<file path="src/rtl/bcd_pkg.sv">
// Shared BCD constants and helpers for the BCD counter family.
package bcd_pkg;
  localparam logic [3:0] BCD_MAX = 4'd9;
  localparam logic [3:0] BCD_MIN = 4'd0;

  function automatic logic is_bcd(input logic [3:0] nib);
    return nib <= BCD_MAX;
  endfunction
endpackage

</file>
<file path="src/rtl/bcd_digit.sv">
// One BCD digit: clear/load/increment/decrement with decade wrap; flags 9 and 0.
module bcd_digit
  import bcd_pkg::*;
(
  input  logic       clk,
  input  logic       rstn,
  input  logic       sclr,
  input  logic       ld,
  input  logic [3:0] ld_d,
  input  logic       inc,
  input  logic       dec,
  output logic [3:0] q,
  output logic       is9,
  output logic       is0
);
  assign is9 = (q == BCD_MAX);
  assign is0 = (q == BCD_MIN);

  always_ff @(posedge clk or negedge rstn) begin
    if (!rstn)     q <= BCD_MIN;
    else if (sclr) q <= BCD_MIN;
    else if (ld)   q <= ld_d;
    else if (inc)  q <= is9 ? BCD_MIN : q + 4'd1;
    else if (dec)  q <= is0 ? BCD_MAX : q - 4'd1;
  end
endmodule

</file>
<file path="src/rtl/bcd_updn_cntr_n.sv">
// N-digit synchronous BCD up/down counter with load, sync clear, wrap/saturate.
// Carries/borrows are a combinational prefix chain so every digit steps on one edge.
module bcd_updn_cntr_n
  import bcd_pkg::*;
#(
  parameter int NDIG = 4,
  parameter int SAT  = 0
) (
  input  logic              clk,
  input  logic              rstn,
  input  logic              sclr,
  input  logic              load,
  input  logic [4*NDIG-1:0] ld_val,
  input  logic              cnt_en,
  input  logic              up_dn,
  output logic [4*NDIG-1:0] count,
  output logic              tc,
  output logic              ovf,
  output logic              ld_err
);
  logic [NDIG-1:0][3:0] ld_d, q;
  logic [NDIG-1:0]      is9, is0, dig_ok, inc, dec;
  logic [NDIG:0]        cy, bw;
  logic                 ld_ok, ld_take, hold_end, step;

  assign ld_d  = ld_val;
  assign count = q;

  assign ld_ok    = &dig_ok;
  assign ld_take  = load & ld_ok;
  assign tc       = cnt_en & (up_dn ? cy[NDIG] : bw[NDIG]);
  // In saturate mode the end value freezes the count but still reports ovf.
  assign hold_end = (SAT != 0) & tc;
  assign step     = cnt_en & ~load & ~hold_end;

  assign cy[0] = 1'b1;
  assign bw[0] = 1'b1;

  for (genvar g = 0; g < NDIG; g++) begin : g_dig
    assign dig_ok[g] = is_bcd(ld_d[g]);
    assign cy[g+1]   = cy[g] & is9[g];
    assign bw[g+1]   = bw[g] & is0[g];
    assign inc[g]    = step & up_dn & cy[g];
    assign dec[g]    = step & ~up_dn & bw[g];

    bcd_digit u_dig (
      .clk  (clk),
      .rstn (rstn),
      .sclr (sclr),
      .ld   (ld_take),
      .ld_d (ld_d[g]),
      .inc  (inc[g]),
      .dec  (dec[g]),
      .q    (q[g]),
      .is9  (is9[g]),
      .is0  (is0[g])
    );
  end

  always_ff @(posedge clk or negedge rstn) begin
    if (!rstn) begin
      ovf    <= 1'b0;
      ld_err <= 1'b0;
    end else if (sclr) begin
      ovf    <= 1'b0;
      ld_err <= 1'b0;
    end else begin
      ovf    <= ~load & tc;
      ld_err <= load & ~ld_ok;
    end
  end
endmodule
</file>
<file path="config.mk">
export PLATFORM = sky130hd
export DESIGN_NAME = bcd_updn_cntr_n
export DESIGN_NICKNAME = d
export VERILOG_FILES = /design/src/rtl/bcd_pkg.sv /design/src/rtl/bcd_digit.sv /design/src/rtl/bcd_updn_cntr_n.sv
export SDC_FILE = /design/constraint.sdc
export NUM_CORES = 1
export LEC_CHECK = 0
export CORE_ASPECT_RATIO = 0.75
export CORE_MARGIN = 5
export CORE_UTILIZATION = 45
export DETAILED_ROUTE_END_ITERATION = 7
export MAX_ROUTING_LAYER = met4
export PLACE_DENSITY = 0.72
export SLEW_MARGIN = 20
export SYNTH_ARGS = -nofsm -noshare
export SYNTH_HDL_FRONTEND = slang
export SYNTH_SLANG_ARGS = --single-unit
</file>
<file path="constraint.sdc">
create_clock -name clk -period 2.57 [get_ports clk]
set_input_delay 0.3855 -clock clk [delete_from_list [all_inputs] [get_ports clk]]
set_output_delay 0.3855 -clock clk [all_outputs]
set_load 0.05 [all_outputs]
</file>
Word-level counts from Yosys, hierarchy flattened
Cells that the tools add are included.
W data, S select, Z words.
Cells by class
  add/subtract/negate cells: 8
  $mul: 0
  divide/modulo/power cells: 0
  order comparisons: 4
  equal/unequal tests: 4
  shift-type cells: 0
  mux-type cells: 27
  bitwise logic cells: 22
  reductions and logical operators: 9
Operators with widths (count)
  $mux W4: 24
  $and A1 B1 Y1: 19
  $add A4 B1 Y4 const B: 4
  $eq A4 B4 Y1 const B: 4
  $le A4 B4 Y1 const B: 4
  $logic_not A4 Y1: 4
  $reduce_bool A4 Y1: 4
  $sub A4 B1 Y4 const B: 4
  $reduce_and A4 Y1: 1
  $mux W1: 3
  $not A1 Y1: 3
Storage, ports and cells
  bits in registers: 18
  latch bits: 0
  memory bits (writable): 0
  memory bits (read-only): 0
  bits of input ports: 22
  output and inout bits: 19
  logic and storage cells: 80
  memories: 0

Longest topological paths before layout
  word-level depth: 8
  gate-level depth with buffers: 8
  gate-level depth less buffers: 7

Cells and area by module
A second synthesis with hierarchy kept.
Second synthesis, totals
  cells, all modules: 261
  area total of the unflattened synthesis: 2093.3 um^2
By module, submodules not included
  bcd_digit: instances 4, cells an instance 59, area each 469.2 um^2
  bcd_updn_cntr_n: instances 1, cells an instance 25, area each 216.5 um^2

Least setup slack after synthesis
No wires, ideal clock.
  path type: register to output
  start point: register g_dig[2].u_dig.q[1]
  end point: output tc
  arrival: 2.564 ns
  data required time: 2.184 ns
  slack: -0.380 ns
  cell stages (with the launch flop): 8
  path through: dfrtp_1 inv_1 ha_1 or3b_2 buf_2 nor4_1 a31oi_1 nor2b_1
On the way
  cells in the longest elaborated chain, start to end: 5
  elaborated cells between the ends (all ways): 8
  classes of those cells: eq/ne (1); mux (1); bitwise (5); reduce/logical (1)
Ends and longest elaborated chain
  start: declaration: RTL line bcd_digit.sv:12  | output logic [3:0] q,
  start signal: assignment: RTL line bcd_digit.sv:22  | else if (ld) q <= ld_d;
  start signal: assignment: RTL line bcd_digit.sv:23  | else if (inc) q <= is9 ? BCD_MIN : q + 4'd1;
  start signal: assignment: RTL line bcd_digit.sv:24  | else if (dec) q <= is0 ? BCD_MAX : q - 4'd1;
  $eq A4 B4 Y1 / $logic_not A4 Y1 (equally long branches): RTL line bcd_digit.sv:16, bcd_digit.sv:17
  $and A1 B1 Y1 (on tied branches) (2 in series): RTL line bcd_updn_cntr_n.sv:41, bcd_updn_cntr_n.sv:42
  $mux W1 *: RTL line bcd_updn_cntr_n.sv:31  | assign tc = cnt_en & (up_dn ? cy[NDIG] : bw[NDIG]);
  $and A1 B1 Y1 *: RTL line bcd_updn_cntr_n.sv:31
  end: declaration: RTL line bcd_updn_cntr_n.sv:17  | output logic tc,
Mark *: on every way between the ends. The rest lies on a longest branch, timed or not.

Final worst setup path
  start point: register g_dig[3].u_dig.q[1]
  end point: output tc
On the way
  cells in the longest elaborated chain, start to end: 4
  elaborated cells between the ends (all ways): 6
  classes of those cells: eq/ne (1); mux (1); bitwise (3); reduce/logical (1)
Ends and longest elaborated chain (RTL line)
  start: declaration: bcd_digit.sv:12
  start signal: assignment: bcd_digit.sv:22
  start signal: assignment: bcd_digit.sv:23
  start signal: assignment: bcd_digit.sv:24
  $eq A4 B4 Y1 / $logic_not A4 Y1 (equally long branches): bcd_digit.sv:16, bcd_digit.sv:17
  $and A1 B1 Y1 (on tied branches): bcd_updn_cntr_n.sv:41, bcd_updn_cntr_n.sv:42
  $mux W1 *: bcd_updn_cntr_n.sv:31
  $and A1 B1 Y1 *: bcd_updn_cntr_n.sv:31
Marked as above.

==> out/summary.txt <==
===============================================================================================
Outcome .......................................................................... complete, no violations
Number of clock buffers inserted by TritonCTS ....................................            3
Unrepaired setup endpoints after global routing ..................................           no
Post-route antenna net violation count ...........................................            0
TritonCTS clock tree .............................................................         done
GRT Util Overall .................................................................        21.7%
Combinational share of power .....................................................        45.5%
Buffer cell driving the clock tree root .......................................... sky130_fd_sc_hd__clkbuf_8
Final Worst Setup Slack ..........................................................    0.0692 ns
Number of DRC violations after detailed routing ..................................            0
DIE HEIGHT .......................................................................      66.2 um
Synthesized Nets .................................................................          267
Number of buffers on the longest clock path ......................................            2
Total setup violations reported at the end of the flow ...........................            0
Yosys synthesis warning count ....................................................            0
Syn-to-layout area delta .........................................................        36.3%
Count of flip-flops with a built-in enable after synthesis .......................            0
Placed insts .....................................................................          336
Fraction of power consumed by sequential logic ...................................        31.0%
Detail-routed net length per standard cell .......................................      16.9 um
TNS Setup ........................................................................         0 ns
Diodes inserted ..................................................................            0
Cts hold-fix bufs ................................................................            0
Endpoint of the lowest-slack register-to-register path ........................... g_dig[3].u_dig.q[2]
Biggest area consumer among synthesized cells .................................... sky130_fd_sc_hd__dfrtp_1
Final-layout fill cell count .....................................................          359
Share of the clock period used by the worst path .................................        97.3%
Die W ............................................................................      84.9 um
Clock network power share ........................................................        23.5%
DIE AREA ......................................................................... 0.00562 mm^2
Max Slew Vio Count ...............................................................            0
Count of H-tree levels built during CTS ..........................................            1
Slew @ Worst Pin .................................................................     0.557 ns
Via count ........................................................................        2,052
FMAX .............................................................................      400 MHz
Wire length of the first global-routing pass .....................................      9440 um
Final hold slack .................................................................     0.462 ns
Boundary pin count ...............................................................           41
Number of sinks handled by clock tree synthesis ..................................           18
Post-layout utilization of the core ..............................................        63.7%
Prevailing post-synth register cell .............................................. sky130_fd_sc_hd__dfrtp_1
Sequential fraction of the synthesis area ........................................        23.8%
RR Startpoint .................................................................... g_dig[0].u_dig.q[0]
Final std cells w/o fill .........................................................          345
Final nets .......................................................................          327
Cell types with the largest area share after synthesis ........................... sky130_fd_sc_hd__dfrtp_1 (24%), sky130_fd_sc_hd__ha_1 (9.2%), sky130_fd_sc_hd__a21oi_1 (6.3%)
Leakage power of the design ......................................................      1.04 nW
Count of buffers from port buffering .............................................           40
Sum of overflow across all layers after global routing ...........................            0
Number of max-cap violations .....................................................            0
Core area ........................................................................ 0.00405 mm^2
Internal Dissipation .............................................................     0.640 mW
Synth unique cells ...............................................................           50
Initial standard-cell utilization of the core ....................................        46.7%
Net Switching ....................................................................     0.393 mW
Final setup skew .................................................................   0.00523 ns
Standard-cell rows ...............................................................           20
Worst R2R Path Depth .............................................................            7
Cell types with the highest counts after synthesis ............................... sky130_fd_sc_hd__a21oi_1 (24), sky130_fd_sc_hd__dfrtp_1 (18), sky130_fd_sc_hd__nand2_1 (18), sky130_fd_sc_hd__o21ai_0 (16)
Data arrival time of the critical path ...........................................      2.12 ns
Critical-path maximum fanout .....................................................            4
HPWL Detailed ....................................................................      4390 um
Synthesis-stage register bit count ...............................................           18
Path type of the worst min-delay path ............................................ input pin to asynchronous set/reset pin
Worst setup slack for register-to-register paths .................................      0.38 ns
Clock input transition at the sequential cells of the worst setup and hold paths .      0.08 ns
Pwr/cell area ....................................................................  400 mW/mm^2
Data required time at the worst endpoint .........................................      2.18 ns
Synth async-reset ratio ..........................................................         100%
Number of instances in the synthesized netlist ...................................          231
Per-instance average area after synthesis ........................................    8.20 um^2
Final Wtd Congestion .............................................................        0.975
Area of the mapped netlist ....................................................... 0.00189 mm^2
Worst setup path category ........................................................ flip-flop to output port
Most instantiated library cell after synthesis ................................... sky130_fd_sc_hd__a21oi_1
Share of the synthesized area in the top cell type ...............................        23.8%
Number of vias per cell after detailed routing ...................................         5.95
Startpoint type of the worst setup path ..........................................    flip-flop
Final hold violation count .......................................................            0
Layout cells sized above 1 .......................................................        17.9%
Clk_lat worst skew ...............................................................      0.26 ns
Final period demand of the worst path ............................................      2.50 ns
Violation count after the first detailed-route iteration .........................          200
Number of global-route vias before repair ........................................        1,892
DP Worst Slack ...................................................................     0.132 ns
Initial antenna violation count ..................................................            0
Largest voltage drop on the vdd net ..............................................     0.251 mV
Maximum number of pins on one net before global-route repair .....................           19
Switching Share ..................................................................        38.0%
Final wirelength .................................................................      5820 um
Total cell area at the placement stage ........................................... 0.00246 mm^2
Number of iterations in the first detailed-routing pass ..........................            7
Worst max-slew margin expressed relative to the limit ............................        62.8%
CP endpoint kind .................................................................  output port
Power Total ......................................................................      1.03 mW
Area of all placed cells without fillers ......................................... 0.00258 mm^2
===============================================================================================
==> power by group through the flow <==
stage               logic, mW  registers (mW)  clock network [mW]
global placement        0.427           0.327                   0
CTS                     0.453           0.323               0.238
finish                  0.470           0.321               0.243
floorplan               0.208           0.395                   0
global route            0.503           0.324               0.249
detailed placement      0.432           0.328                   0
==> state kept, by name (all words and copies together), names as in the netlist <==
signal / cells
ovf: 1
ld_err: 1
g_dig.u_dig.q: 16
==> what timing repair did <==
action,CTS,global route
setup buffers,0,5
endpoints found under the setup margin,1,1
gates resized for setup,6,2
==> layout by cell type, fill, tap and decap left out, types with 6 or more instances in the layout <==
master / netlist / layout
sky130_fd_sc_hd__o21bai_1: 6 / 6
sky130_fd_sc_hd__nand2_1: 18 / 18
sky130_fd_sc_hd__inv_1: 14 / 14
sky130_fd_sc_hd__buf_4: 1 / 28
sky130_fd_sc_hd__nor2_1: 14 / 14
sky130_fd_sc_hd__nand3b_1: 8 / 8
sky130_fd_sc_hd__a21oi_1: 24 / 24
sky130_fd_sc_hd__nor3_1: 10 / 10
sky130_fd_sc_hd__ha_1: 14 / 12
sky130_fd_sc_hd__clkdlybuf4s50_1: 0 / 39
sky130_fd_sc_hd__dfrtp_1: 18 / 16
sky130_fd_sc_hd__o21ai_0: 16 / 16
==> cell families (layout without fill, tap and decap cells) <==
kind of cell	Yosys count	count (layout)	synth area share, %
mux	5	5	2.64
fa+ha+maj	14	14	9.25
xor+xnor	2	2	0.925
compound gates	81	81	27.3
buf+inv	27	86	8.06
flops	18	18	23.8
simple gates	84	84	28.1
==> worst max-delay path, cell delays in order (launching register included) <==
cell and delay [ns]:
sky130_fd_sc_hd__dfrtp_1 0.38, sky130_fd_sc_hd__inv_1 0.11, sky130_fd_sc_hd__ha_2 0.22, sky130_fd_sc_hd__or3b_4 0.43, sky130_fd_sc_hd__nor4_4 0.31, sky130_fd_sc_hd__a31oi_2 0.10
sky130_fd_sc_hd__nor2b_4 0.16, sky130_fd_sc_hd__buf_12 0.14
==> worst max-delay path by stage <==
stage,start,end,cells past startpoint
floorplan,g_dig[0].u_dig.q[1],tc,7
finish,g_dig[3].u_dig.q[1],tc,7
global placement,up_dn,tc,6
global route,g_dig[3].u_dig.q[0],tc,7
CTS,g_dig[1].u_dig.q[0],tc,7
detailed placement,up_dn,g_dig[3].u_dig.q[2],7
==> cell type report <==
type / instances / area (um^2) / share of cell area, %
Inverter: 14 / 52.6 / 2.03
Sequential cell: 18 / 453 / 17.5
Tap cell: 55 / 68.8 / 2.66
Timing Repair Buffer: 68 / 621 / 24.0
Multi-Input combinational cell: 186 / 1330 / 51.6
Clock buffer: 4 / 55.1 / 2.13
==> metal layers <==
layer	up-vias	GRT usage (%)	share of wire, %
li1	972	-	-
met5	-	-	0
met3	8	3.49	8.0
met4	0	2.96	0.50
met2	113	32.8	44
met1	959	31.2	47
Power figures use the tool's default switching activity.
